===== src/rtl/div_pkg.sv =====
`default_nettype none
// ============================================================================
//  Module      : div_pkg
//  Description : Shared definitions for the non-restoring divider and its
//                recombination (quotient*divisor+remainder) checker: FSM
//                state encoding, default operand widths, counter width.
//  Revision    : 1.0 - initial release
// ============================================================================
package div_pkg;

  // Default dividend/quotient and divisor/remainder widths
  localparam int c_DVD_W = 32;
  localparam int c_DVS_W = 16;

  // Iteration counter must reach DVS_W, hence one bit beyond the index width
  function automatic int cnt_width(input int dvs_w);
    return $clog2(dvs_w) + 1;
  endfunction

  localparam int c_CNT_W = cnt_width(c_DVS_W);

  // Three-state sequencer shared with the divider
  typedef enum logic [1:0] {
    IDLE = 2'd0,
    RUN  = 2'd1,
    FIN  = 2'd2
  } div_state_t;

endpackage
`default_nettype wire


===== src/rtl/div_recombine.sv =====
`default_nettype none
// ============================================================================
//  Module      : div_recombine
//  Description : Sequential shift-add rebuild of dividend = quotient*divisor
//                (+ remainder when mode=0), one divisor bit per cycle, with
//                the divider's valid_in/busy/valid_out handshake. ovf flags a
//                sum wider than DVD_W. Optional macro RECOMB_CHECK_EN enables
//                the remainder>=divisor check on rem_err; otherwise rem_err
//                is tied low.
//  Revision    : 1.0 - initial release
// ============================================================================
module div_recombine
  import div_pkg::*;
#(
  parameter int DVD_W = c_DVD_W,
  parameter int DVS_W = c_DVS_W
) (
  input  logic             clk,
  input  logic             reset,
  input  logic             valid_in,
  input  logic             mode,
  input  logic [DVD_W-1:0] quotient,
  input  logic [DVS_W-1:0] divisor,
  input  logic [DVS_W-1:0] remainder,
  output logic             busy,
  output logic             valid_out,
  output logic [DVD_W-1:0] result,
  output logic             ovf,
  output logic             rem_err
);

  // Accumulator holds the full product plus addend carry: never truncates
  localparam int c_ACC_W = DVD_W + DVS_W + 1;
  localparam int c_CNT_W = cnt_width(DVS_W);
  localparam int c_IDX_W = c_CNT_W - 1;
  localparam logic [c_CNT_W-1:0] c_LAST = c_CNT_W'(DVS_W - 1);

  div_state_t           r_state;
  div_state_t           w_state_nxt;
  logic [c_CNT_W-1:0]   r_cnt;
  logic [DVD_W-1:0]     r_q;
  logic [DVS_W-1:0]     r_d;
  logic [DVS_W-1:0]     r_r;
  logic                 r_mode;
  logic [c_ACC_W-1:0]   r_acc;
  logic                 r_busy;
  logic                 r_valid_out;
  logic [DVD_W-1:0]     r_result;
  logic                 r_ovf;

  logic [c_IDX_W-1:0]   w_idx;
  logic [c_ACC_W-1:0]   w_shifted;
  logic [c_ACC_W-1:0]   w_sum;

  assign w_idx     = r_cnt[c_IDX_W-1:0];
  assign w_shifted = c_ACC_W'(r_q) << r_cnt;
  assign w_sum     = r_acc + (r_mode ? '0 : c_ACC_W'(r_r));

  // State register
  always_ff @(posedge clk or negedge reset) begin
    if (!reset) r_state <= IDLE;
    else        r_state <= w_state_nxt;
  end

  // Next-state decode: accept in IDLE, leave RUN after the last divisor bit
  always_comb begin
    w_state_nxt = r_state;
    case (r_state)
      IDLE:    if (valid_in) w_state_nxt = RUN;
      RUN:     if (r_cnt == c_LAST) w_state_nxt = FIN;
      FIN:     w_state_nxt = IDLE;
      default: w_state_nxt = IDLE;
    endcase
  end

  // Operand capture, shift-add iteration and result registration
  always_ff @(posedge clk or negedge reset) begin
    if (!reset) begin
      r_cnt       <= '0;
      r_q         <= '0;
      r_d         <= '0;
      r_r         <= '0;
      r_mode      <= 1'b0;
      r_acc       <= '0;
      r_busy      <= 1'b0;
      r_valid_out <= 1'b0;
      r_result    <= '0;
      r_ovf       <= 1'b0;
    end else begin
      case (r_state)
        IDLE: begin
          r_valid_out <= 1'b0;
          if (valid_in) begin
            r_q    <= quotient;
            r_d    <= divisor;
            r_r    <= remainder;
            r_mode <= mode;
            r_acc  <= '0;
            r_cnt  <= '0;
            r_busy <= 1'b1;
          end
        end
        RUN: begin
          if (r_d[w_idx]) r_acc <= r_acc + w_shifted;
          r_cnt <= r_cnt + 1'b1;
        end
        FIN: begin
          r_result    <= w_sum[DVD_W-1:0];
          r_ovf       <= |w_sum[c_ACC_W-1:DVD_W];
          r_valid_out <= 1'b1;
          r_busy      <= 1'b0;
        end
        default: begin
          r_valid_out <= 1'b0;
          r_busy      <= 1'b0;
        end
      endcase
    end
  end

`ifdef RECOMB_CHECK_EN
  logic r_rem_err;

  // Remainder sanity flag, registered alongside the result
  always_ff @(posedge clk or negedge reset) begin
    if (!reset)              r_rem_err <= 1'b0;
    else if (r_state == FIN) r_rem_err <= (r_r >= r_d);
  end

  assign rem_err = r_rem_err;
`else
  assign rem_err = 1'b0;
`endif

  assign busy      = r_busy;
  assign valid_out = r_valid_out;
  assign result    = r_result;
  assign ovf       = r_ovf;

endmodule
`default_nettype wire


===== config.mk =====
export PLATFORM = sky130hd
export DESIGN_NAME = div_recombine
export DESIGN_NICKNAME = d
export VERILOG_FILES = /design/src/rtl/div_pkg.sv /design/src/rtl/div_recombine.sv
export SDC_FILE = /design/constraint.sdc
export NUM_CORES = 1
export LEC_CHECK = 0
export BUFFER_PORTS_ARGS = -buffer_cell sky130_fd_sc_hd__buf_2
export CORE_ASPECT_RATIO = 1.75
export CORE_UTILIZATION = 35
export DETAILED_ROUTE_END_ITERATION = 8
export GPL_TIMING_DRIVEN = 0
export SETUP_SLACK_MARGIN = 0.1
export SYNTH_ARGS = -nofsm -noshare
export SYNTH_HDL_FRONTEND = slang
export SYNTH_SLANG_ARGS = --single-unit

===== constraint.sdc =====
create_clock -name clk -period 8.66 [get_ports clk]
set_input_delay 1.299 -clock clk [delete_from_list [all_inputs] [get_ports clk]]
set_output_delay 1.299 -clock clk [all_outputs]
set_load 0.01 [all_outputs]

After elaboration in Yosys (flattened, before gate mapping)

Index checks and enable logic that the tools add are counted.

Output and inout bits: 36
Input port bits: 68
Bits in registers: 156
Logic and storage cells: 45

Add/subtract/negate cells: 3
Multiplexer cells: 14
$lt $le $gt $ge: 1
Bitwise logic cells: 1
Shifts and indexed selects: 1
Equal/unequal tests: 6
Reduce and logical (&&, ||, !) cells: 8

Operator list:

| kind                  | count |
|---|---|
| $mux W49              | 2 |
| $pmux W49 S2          | 1 |
| $add A49 B16 Y49      | 1 |
| $add A49 B49 Y49      | 1 |
| $shl A32 B5 Y49       | 1 |
| $reduce_or A17 Y1     | 1 |
| $mux W16              | 1 |
| $pmux W5 S2           | 1 |
| $reduce_and A2 Y1     | 4 |
| $ne A2 B2 Y1 const B  | 3 |
| $add A5 B1 Y5 const B | 1 |
| $eq A5 B4 Y1 const B  | 1 |
| $lt A4 B5 Y1 const B  | 1 |
| $mux W5               | 1 |
| $bmux W1 S4           | 1 |
| $mux W2               | 2 |
| $pmux W1 S2           | 2 |
| $pmux W2 S2           | 1 |
| $reduce_and A3 Y1     | 1 |
| $eq A2 B1 Y1 const B  | 1 |
| $eq A2 B2 Y1 const B  | 1 |
| $logic_not A2 Y1      | 1 |
| $mux W1               | 2 |
| $reduce_bool A2 Y1    | 1 |
| $not A1 Y1            | 1 |

Longest topological paths before layout

Gate-level depths: netlist of run 1.

Depth after elaboration: 4
Gate-level depth with buffers: 22
Mapped depth without buffers: 18

Worst setup path after synthesis of run 1

Ideal clock, no wire load.

Kind: register -> register
Start point: register r_cnt[0]
End point: register r_acc[48]
Path slack: 4.142 ns
Cell stages (with the launch flop): 20
Path buffers: 4
Data arrival time: 4.392 ns
Cells stage by stage: dfrtp_1 buf_2 buf_2 buf_2 mux4_2 mux2i_1 nor2_1 a31oi_1 nor2_1 ha_1 and3_1 buf_2 and3_1 or3_1 o2111a_1 o21ai_1 o21ai_1 a21oi_2 xor2_1 a221o_1

Word-level cells in the longest chain between the ends: 4
Elaborated cells between the ends (all ways): 8
Classes of those cells: add/sub: 1; eq/ne: 1; shift: 1; mux: 4; reduce/logical: 1

Ends and longest elaborated chain:

| what                                              | RTL line                                  | source |
|---|---|---|
| start, declared                                   | div_recombine.sv:40                       | `logic [c_CNT_W-1:0] r_cnt;` |
| start signal, assigned                            | div_recombine.sv:105                      | `r_cnt <= r_cnt + 1'b1;` |
| $shl A32 B5 Y49 or $bmux W1 S4 (tied branches)    | div_recombine.sv:56, div_recombine.sv:104 |  |
| $add A49 B49 Y49 or $mux W1 (tied branches)       | div_recombine.sv:104                      | `if (r_d[w_idx]) r_acc <= r_acc + w_shifted;` |
| $mux W49 or $ne A2 B2 Y1 (tied branches)          | n/a                                       |  |
| $pmux W49 S2 or $reduce_and A3 Y1 (tied branches) | n/a                                       |  |
| end signal, assigned                              | div_recombine.sv:104                      |  |
| end, declared                                     | div_recombine.sv:45                       | `logic [c_ACC_W-1:0] r_acc;` |

Parallel ways exist; a longest one is shown, timed or not. The select of a mux whose other input is x is not followed.
A chain may end at the register's enable or synchronous reset.

Worst setup path after layout of run 1

Start point: register r_cnt[1]
End point: register r_acc[46]

The elaborated chain is that of the path after synthesis.

==> results of run 1 <==
layout make-up:
type / count / area, sq um / share of cell area [%]
plain buffers: 84 / 352 / 2.55
clock buffers: 17 / 425 / 3.09
clock inverters: 15 / 204 / 1.48
inverters: 22 / 82.6 / 0.599
multi-input cells: 1216 / 7690 / 55.8
flip-flops and latches: 156 / 3900 / 28.3
well taps: 455 / 569 / 4.13
repair buffers: 103 / 548 / 3.98
logic make-up after synthesis:
family          count (synthesis)
compound gates                370
xor+xnor                       78
fa+ha+maj                      68
buf+inv                       106
flops                         156
mux                            73
other cells                     1
simple gates                  626
sequential cells by signal, summed over array words and instances, names as in the netlist:
name / cells
busy: 1
r_r: 16
r_state: 2
ovf: 1
result: 32
r_d: 16
r_mode: 1
valid_out: 1
r_cnt: 5
r_acc: 49
r_q: 32
how the worst min path moves through the flow:
| stage | startpoint | slack (ps) | to | depth (start not counted) |
|---|---|---|---|---|
| global placement | r_r[0] | 450 | r_r[0] | 2 |
| global route | result[18] | 500 | result[18] | 2 |
| detailed placement | r_r[7] | 460 | r_r[7] | 2 |
| floorplan | r_r[0] | 440 | r_r[0] | 2 |
| finish | r_r[14] | 470 | r_r[14] | 2 |
| CTS | r_r[7] | 470 | r_r[7] | 2 |
cell usage in the layout, fill, tap and decap left out, types with 45 or more instances in the layout:
master	instances
a21o_1	45
a21oi_1	83
buf_2	115
clkbuf_1	55
dfrtp_1	156
ha_1	66
nand2_1	366
nand3_1	62
nor2_1	71
o21ai_0	112
xor2_1	48
metal layers:
| layer | part of all wire, % | global-route usage, % | wire length (um) |
|---|---|---|---|
| met5 | 0 | 0 | 0 |
| met4 | 5.7 | 13.3 | 2210 |
| met3 | 3.0 | 3.54 | 1160 |
| met2 | 53 | 43.7 | 20800 |
| met1 | 38 | 24.1 | 14900 |
worst max-delay path: stages, from the launching register on:
cell      delay [ps]
dfrtp_1          350
clkbuf_1         530
clkbuf_1         430
buf_1            470
mux4_2           450
mux2i_1          250
nand2_1          150
nand2_1          180
o22ai_1          170
ha_1             310
buf_2            170
a21o_1           190
a21o_1           180
or4_1            400
a22oi_1          190
nand2_1          200
a41oi_1          380
o21ai_1          210
a21oi_1          230
xor2_1           180
o21ai_0          100
through the flow:
step	setup WS, ps	util, %	hold slack, ps
floorplan	4140	-	438
global placement	2820	38.9	452
detailed placement	2780	39.0	456
CTS	2760	40.8	474
global route	2420	40.8	496
finish	2760	40.8	469
cell usage after synthesis (all sizes together), types with 18 or more instances:
master,instances
nand2,366
dfrtp,156
o21ai,125
a21oi,84
nor2,72
ha,66
nand3,63
clkbuf,55
a21o,49
xor2,48
mux2i,37
xnor2,30
buf,29
nor2b,26
and3,25
mux4,23
inv,21
a31oi,18
==> impl_results.md, run 1 <==
- Status: completed
- Max Clk Rate: 170 MHz
- Seq cells post-synth: 156
- Largest area contributor in the netlist: dfrtp_1
- Synth Area in Compound Gates: 19.3%
- Synth Flop Type: dfrtp_1
- First drt pass iteration count: 5
- CP Data Required Time: 8970 ps
- Main combinational cell family by area after synthesis: simple AND/OR/NAND/NOR gates
- Detail Route Antenna Nets: 0
- Setup crit end kind: register
- Initial DRC count: 512
- Crit path max fanout: 10
- Total gr overflow: 0
- Synthesized cell area: 12,000 sq um
- Syn Area/Cell: 8.14 sq um
- Core ar.: 33,700 sq um
- ANT cells: 0
- Initial antenna violation count: 0
- Synth Area in Simple Gates: 23.1%
- Register area share after synthesis: 32.5%
- Netlist cell types: 80
- Vias in the first global route: 11,356
- Crit path time final: 5900 ps
- Worst-skew pair later-pin latency: 470 ps
- # fillers: 3,476
- Final slew viol count: 0
- H-tree levels: 4
- Worst reg2reg path depth: 20
- Post-route clock period utilization: 68.1%
- RePlAce Congestion: 0.952
- Largest net degree at the start of global routing: 92
- Detailed-route via count: 11,170
- Syn Nets: 1,614
- Reg2reg setup slack: 2760 ps
- Detailed Route WL: 39.1 mm
- Post-synthesis adder-cell area fraction: 7.20%
- CTS clock-pin slew for the worst setup and hold paths: 70 ps
- Clock Tree Buf Depth: 2
- Fin area: 13,800 sq um
- RSZ-0062 raised after global routing: false
- Hold Buf Count CTS: 0
- Dpl cells: 2,036
- Post-Synth XOR/XNOR Area: 5.68%
- Worst setup path class: register to register
- First-pass GRT wire length: 61.8 mm
- Worst Skew: 10.7 ps
- P&R area growth vs syn: 14.5%
- Reg2Reg Launch Point: r_cnt[1]
- Share of the synthesized area in the top cell type: 32.5%
- Fin cells: 2,068
- Crit path arrival time: 6210 ps
- Worst min path class: register to register
- EDFF count, synth: 0
- Post-cts resize count: 0
- Num CTS Buffers: 17
- Die Y: 247 um
- CTS tree: yes
- Root Buffer: clkbuf_16
- Starting Density: 35.7%
- FP Rows: 89
- CP startpoint: r_cnt[1]
- Vias/cell: 5.40
- Final Hold Viols: 0
- YS warnings: 0
- R2r endpoint: r_acc[46]
- Die area: 35,100 sq um
- Critical path endpoint: r_acc[46]
- FFs w/ async S/R, synth: 100%
- Post-DP HPWL: 31.8 mm
- Crit path launch type: register
- Die Wd: 142 um
- Post-route DRC: 0
- # port buffers: 102
- # IOs: 104
- Mux contribution to synthesized area: 8.60%
- Area after DPL: 13,100 sq um
- Final setup violation count: 0
- Slew HR: 29.1%
- Setup TNS: 0 ps
- Nets: 1,736
- Max Cap Viol: 0
- Wire per inst: 18.9 um
- Worst-Margin Slew: 1060 ps
- Tot GR Track Use: 23.2%
- TritonCTS sink count: 156
- Top post-synthesis cells by area: dfrtp_1 32%, nand2_1 11%, ha_1 6.9%
- Setup bufs post-CTS: 0
- Proportion of layout cells with a drive suffix above 1: 13.5%
- Gate Count Post-Synth: 1,478
Power of run 1 is left out: the tool's default activity adds up to more than one toggle a clock period on the data nets, which glitch-free logic cannot reach.
==> run 2, diff against run 1 <==
- clock period: 8.66 -> 4.89 ns (I/O delays scaled with it)
==> impl_results.md, run 2 (synthesis results as in run 1) <==
- Proportion of layout cells with a drive suffix above 1: 17.5% (+4.0 points)
- Most common cell after layout, fill and taps aside: nand2_1
- # fillers: 3,435 (-1.2%)
- # port buffers: 102 (unchanged)
- Post-route clock period utilization: 95.1% (+27 points)
- Die Wd: 142 um (unchanged)
- RSZ-0062 raised after global routing: false
- # IOs: 104 (unchanged)
- Slew HR: 28.2% (-0.98 points)
- Detailed Route WL: 39.4 mm (+0.74%)
- TritonCTS sink count: 156 (unchanged)
- Crit path max fanout: 10 (unchanged)
- ANT cells: 0 (unchanged)
- Max Clk Rate: 215 MHz (+27%)
- Final Hold Viols: 0 (unchanged)
- Wire per inst: 19.0 um (+0.21%)
- Most frequent cells in the layout: 364 x nand2_1, 156 x dfrtp_1, 112 x buf_2, 108 x o21ai_0, 76 x a21oi_1
- Setup crit end kind: register
- Seq. cell area: 3900 sq um (unchanged)
- CP peak stage delay: 580 ps (+50 ps)
- P&R area growth vs syn: 17.9%
- Worst-Margin Slew: 1080 ps (+14.6 ps)
- Crit path launch type: register
- Max Cap Viol: 0 (unchanged)
- Largest register FFs: 49 (unchanged)
- Vias/cell: 5.40 (about the same)
- CP Data Required Time: 5250 ps (-3720 ps)
- Initial antenna violation count: 0 (unchanged)
- Area of the multi-input gates: 7930 sq um (+3.0%)
- Slowest-stage cell, CP: mux4_2
- Status: completed
- Detailed-route via count: 11,219 (+0.44%)
- Worst setup path class: register to register
- Clock Tree Buf Depth: 2 (unchanged)
- Final slew viol count: 0 (unchanged)
- Min Hold Slack: 250 ps (-219 ps)
- FP Rows: 89 (unchanged)
- Final setup violation count: 0 (unchanged)
- Post-route DRC: 0 (unchanged)
- Root Buffer: clkbuf_16
- First-pass GRT wire length: 62.1 mm (+0.47%)
- Die area: 35,100 sq um (unchanged)
- Initial DRC count: 535 (+4.5%)
- Nets: 1,747 (+0.63%)
- Detail Route Antenna Nets: 0 (unchanged)
- Die Y: 247 um (unchanged)
- CP most frequent cell: buf_12
- Starting Density: 35.7% (unchanged)
- Tot GR Track Use: 23.3% (+0.10 points)
- Crit path time final: 4650 ps (-1250 ps)
- H-tree levels: 4 (unchanged)
- Total gr overflow: 0 (unchanged)
- First drt pass iteration count: 6 (+1)
- Worst min path class: input pin to asynchronous set/reset pin
- Largest net degree at the start of global routing: 92 (unchanged)
- CTS tree: yes
- Post-DP HPWL: 31.8 mm (unchanged)
- Crit path arrival time: 5010 ps (-1200 ps)
- Core ar.: 33,700 sq um (unchanged)
- Vias in the first global route: 11,426 (+0.62%)
- RePlAce Congestion: 0.952 (unchanged)
- CTS clock-pin slew for the worst setup and hold paths: 70 ps (about the same)
- Worst-skew pair later-pin latency: 470 ps (about the same)
- Worst Skew: 9.48 ps (-1.24 ps)
- CP Cell Sequence: buf_12 -> buf_12 -> buf_8 -> mux4_2 -> mux2i_2 -> mux2i_1 -> and2_1 -> ha_1 -> buf_2 -> and3_1 -> nand3_1 -> a31oi_1 -> or3_4 -> o2111a_2 -> o21ai_4 -> o21ai_1 -> a21oi_2 -> xor2_1 -> a221o_1
- Num CTS Buffers: 17 (unchanged)
- Register name with the most flops: r_acc
-- run 2: area by class of cell --
cell class                 count  share of cell area, %
buffer                        83                   3.07
clock buffer                  17                   3.00
clock inverter                15                   1.44
inverter                      22                  0.582
multi-input combinational   1216                   55.9
sequential                   156                   27.5
tap                          455                   4.01
timing repair buffer         115                   4.50
-- run 2: worst max-delay path, delay by kind of cell (launching register included) --
| family | cells | cell delay [ps] |
|---|---|---|
| AO/OA/AOI/OAI | 6 | 1180 |
| XOR/XNOR | 1 | 100 |
| adder cells (fa/ha/maj) | 1 | 270 |
| buffers and inverters | 4 | 620 |
| flip-flops | 1 | 400 |
| multiplexers | 3 | 1020 |
| AND/OR/NAND/NOR | 4 | 960 |
-- run 2: final timing paths --
check	to	start	slack (ps)	depth (start not counted)
worst max-delay path	r_acc[48]	r_cnt[0]	240	19
worst min-delay path	r_d[1]	reset	250	1
worst max register to register	r_acc[48]	r_cnt[0]	240	19
worst min register to register	r_r[14]	r_r[14]	470	2
max in group asynchronous	r_acc[45]	reset	3830	2
min in group clk	r_d[13]	divisor[13]	450	3
-- run 2: stage by stage --
step                TNS [ps]  worst slack [ps]  instances  utilization, %  cell area, sq um
floorplan                  0               372       1478               -             12000
global route               0              99.6       2079            42.0             14200
CTS                        0              49.7       2070            41.3             13900
global placement      -13160              -952       2035            38.9             13100
finish                     0               242       2079            42.0             14200
detailed placement    -14460              -994       2036            39.0             13100
-- run 2: repair_timing --
| item | in CTS | in global routing |
|---|---|---|
| gates resized for setup | 43 | 51 |
| hold buffers | 0 | 0 |
| pin swaps | 4 | 5 |
| buffers inserted | 2 | 10 |
| hold endpoints to repair | 0 | 0 |
| setup endpoints to repair | 32 | 13 |
-- run 2: layer usage --
metal	wire, um	global-route usage [%]	vias up
met5	0	0	-
met4	2180	13.2	0
met3	1440	3.56	109
met2	21000	44.0	296
met1	14800	24.2	5305
li1	-	-	5509
Power of run 2 is left out for the same reason.
==> run 3, diff against run 2 <==
- RECOVER_POWER: not set -> 50
==> impl_results.md, run 3 (synthesis results as in run 1) <==
- CP peak stage delay: 580 ps (about the same)
- Starting Density: 35.7% (unchanged)
- FP Rows: 89 (unchanged)
- Worst setup path class: register to register
- Root Buffer: clkbuf_16
- Hold Buf Count CTS: 0 (unchanged)
- Final setup violation count: 0 (unchanged)
- Wire per inst: 18.9 um (about the same)
- Status: finished, violations left
- Seq. cell area: 3900 sq um (unchanged)
- Detail Route Antenna Nets: 0 (unchanged)
- CP most frequent cell: buf_12
- Max Clk Rate: 214 MHz (-0.47%)
- Worst Skew: 9.97 ps (+0.483 ps)
- RSZ-0062 raised after global routing: false
- Most frequent cells in the layout: 364 x nand2_1, 156 x dfrtp_1, 108 x o21ai_0, 98 x buf_2, 76 x a21oi_1
- CTS clock-pin slew for the worst setup and hold paths: 70 ps (about the same)
- Vias/cell: 5.40 (about the same)
- Initial DRC count: 512 (-4.3%)
- Area of the multi-input gates: 7930 sq um (unchanged)
- Largest register FFs: 49 (unchanged)
- Die Wd: 142 um (unchanged)
- Highest Signal Layer: met4
- TritonCTS sink count: 156 (unchanged)
- CP Data Required Time: 5250 ps (about the same)
- Worst-Margin Slew: 2340 ps (+1260 ps)
- Post-route DRC: 0 (unchanged)
- First-pass GRT wire length: 62.1 mm (unchanged)
- First drt pass iteration count: 5 (-1)
- Post-route clock period utilization: 95.5% (+0.44 points)
- Failing checks: capacitance limit, slew limit
- Crit path launch type: register
- P&R area growth vs syn: 17.5%
- Worst-skew pair later-pin latency: 470 ps (about the same)
- Final slew viol count: 159 (+159)
- Slowest-stage cell, CP: mux4_2
- Detailed-route via count: 11,230 (+0.098%)
- Met2 wire len: 21.2 mm (+0.79%)
- Setup WS post-layout: 220 ps (-21.7 ps)
- H-tree levels: 4 (unchanged)
- Post-DP HPWL: 31.8 mm (unchanged)
- Tot GR Track Use: 23.3% (unchanged)
- Clock Tree Buf Depth: 2 (unchanged)
- # fillers: 3,443 (+0.23%)
- Met1 WL: 14.8 mm (+0.20%)
- Crit path arrival time: 5030 ps (+20 ps)
- Total gr overflow: 0 (unchanged)
- Die Y: 247 um (unchanged)
- Proportion of layout cells with a drive suffix above 1: 16.6% (-0.86 points)
- Slew HR: -55.7% (-84 points)
- Largest net degree at the start of global routing: 92 (unchanged)
- Crit path time final: 4670 ps (+21.7 ps)
- Initial antenna violation count: 0 (unchanged)
- Most common cell after layout, fill and taps aside: nand2_1
- # IOs: 104 (unchanged)
- Post-Place Worst Slack: -994 ps (unchanged)
- Max Cap Viol: 2 (+2)
- CTS tree: yes
- Final Hold Viols: 0 (unchanged)
- Core ar.: 33,700 sq um (unchanged)
- CP Cell Sequence: buf_12 -> buf_12 -> buf_8 -> mux4_2 -> mux2i_2 -> mux2i_1 -> and2_1 -> ha_1 -> buf_2 -> and3_1 -> nand3_1 -> a31oi_1 -> or3_4 -> o2111a_2 -> o21ai_4 -> o21ai_1 -> a21oi_2 -> xor2_1 -> a221o_1
- Worst min path class: input pin to register
- Met3 wire len: 1.28 mm (-11%)
- Register name with the most flops: r_acc
- ANT cells: 0 (unchanged)
- Nets: 1,747 (unchanged)
- Die area: 35,100 sq um (unchanged)
- RePlAce Congestion: 0.952 (unchanged)
- Detailed Route WL: 39.4 mm (about the same)
- Vias in the first global route: 11,426 (unchanged)
- Setup crit end kind: register
- Crit path max fanout: 10 (unchanged)
- Num CTS Buffers: 17 (unchanged)
- # port buffers: 102 (unchanged)
==> run 3: changes by cell type in the layout (fill, tap and decap cells not counted), sizes merged <==
| cell | previous run | this run |
|---|---|---|
| buf | 143 | 127 |
| clkbuf | 72 | 88 |
==> run 3: critical path: cells and delay by family, from the launching register on <==
kind                     cells  cell delay (ps)
multiplexers                 3             1030
buffers and inverters        4              620
flip-flops                   1              400
AO/OA/AOI/OAI                6             1180
XOR/XNOR                     1               90
AND/OR/NAND/NOR              4              970
adder cells (fa/ha/maj)      1              270
==> run 3: path summary, 6_finish.rpt <==
path,from,slack [ps],cells past startpoint,endpoint
setup / recovery,r_cnt[0],220,19,r_acc[48]
hold / removal,divisor[13],450,3,r_d[13]
hold reg to reg,r_r[14],470,2,r_r[14]
setup reg to reg,r_cnt[0],220,19,r_acc[48]
max in group asynchronous,reset,1330,2,r_acc[45]
min in group asynchronous,reset,920,1,r_d[1]
==> run 3: routing by layer <==
metal / GRT usage [%] / up-vias
met2: 44.0 / 280
li1: - / 5510
met5: 0 / -
met4: 13.2 / 0
met3: 3.56 / 101
met1: 24.2 / 5339
==> run 3: final cells by class <==
type	instances	share of cell area [%]
inverters	22	0.584
repair buffers	115	4.16
well taps	455	4.03
multi-input cells	1216	56.1
flip-flops and latches	156	27.6
plain buffers	83	3.08
clock buffers	17	3.01
clock inverters	15	1.44
==> run 3: metrics by stage <==
step                      cell area [sq um]  setup TNS (ps)  instances  hold slack (ps)  utilization, %
after global placement                13100          -13160       2035              452            38.9
after floorplan                       12000               0       1478              438               -
after detailed placement              13100          -14460       2036              456            39.0
final                                 14100               0       2079              453            41.9
after CTS                             13900               0       2070              291            41.3
after global routing                  14100               0       2079              446            41.9
==> run 3: what timing repair did <==
item                       CTS  global route
gates resized for setup     43            51
pin swaps                    4             5
setup endpoints to repair   32            13
setup buffers                2            10
Power of run 3 is left out for the same reason.
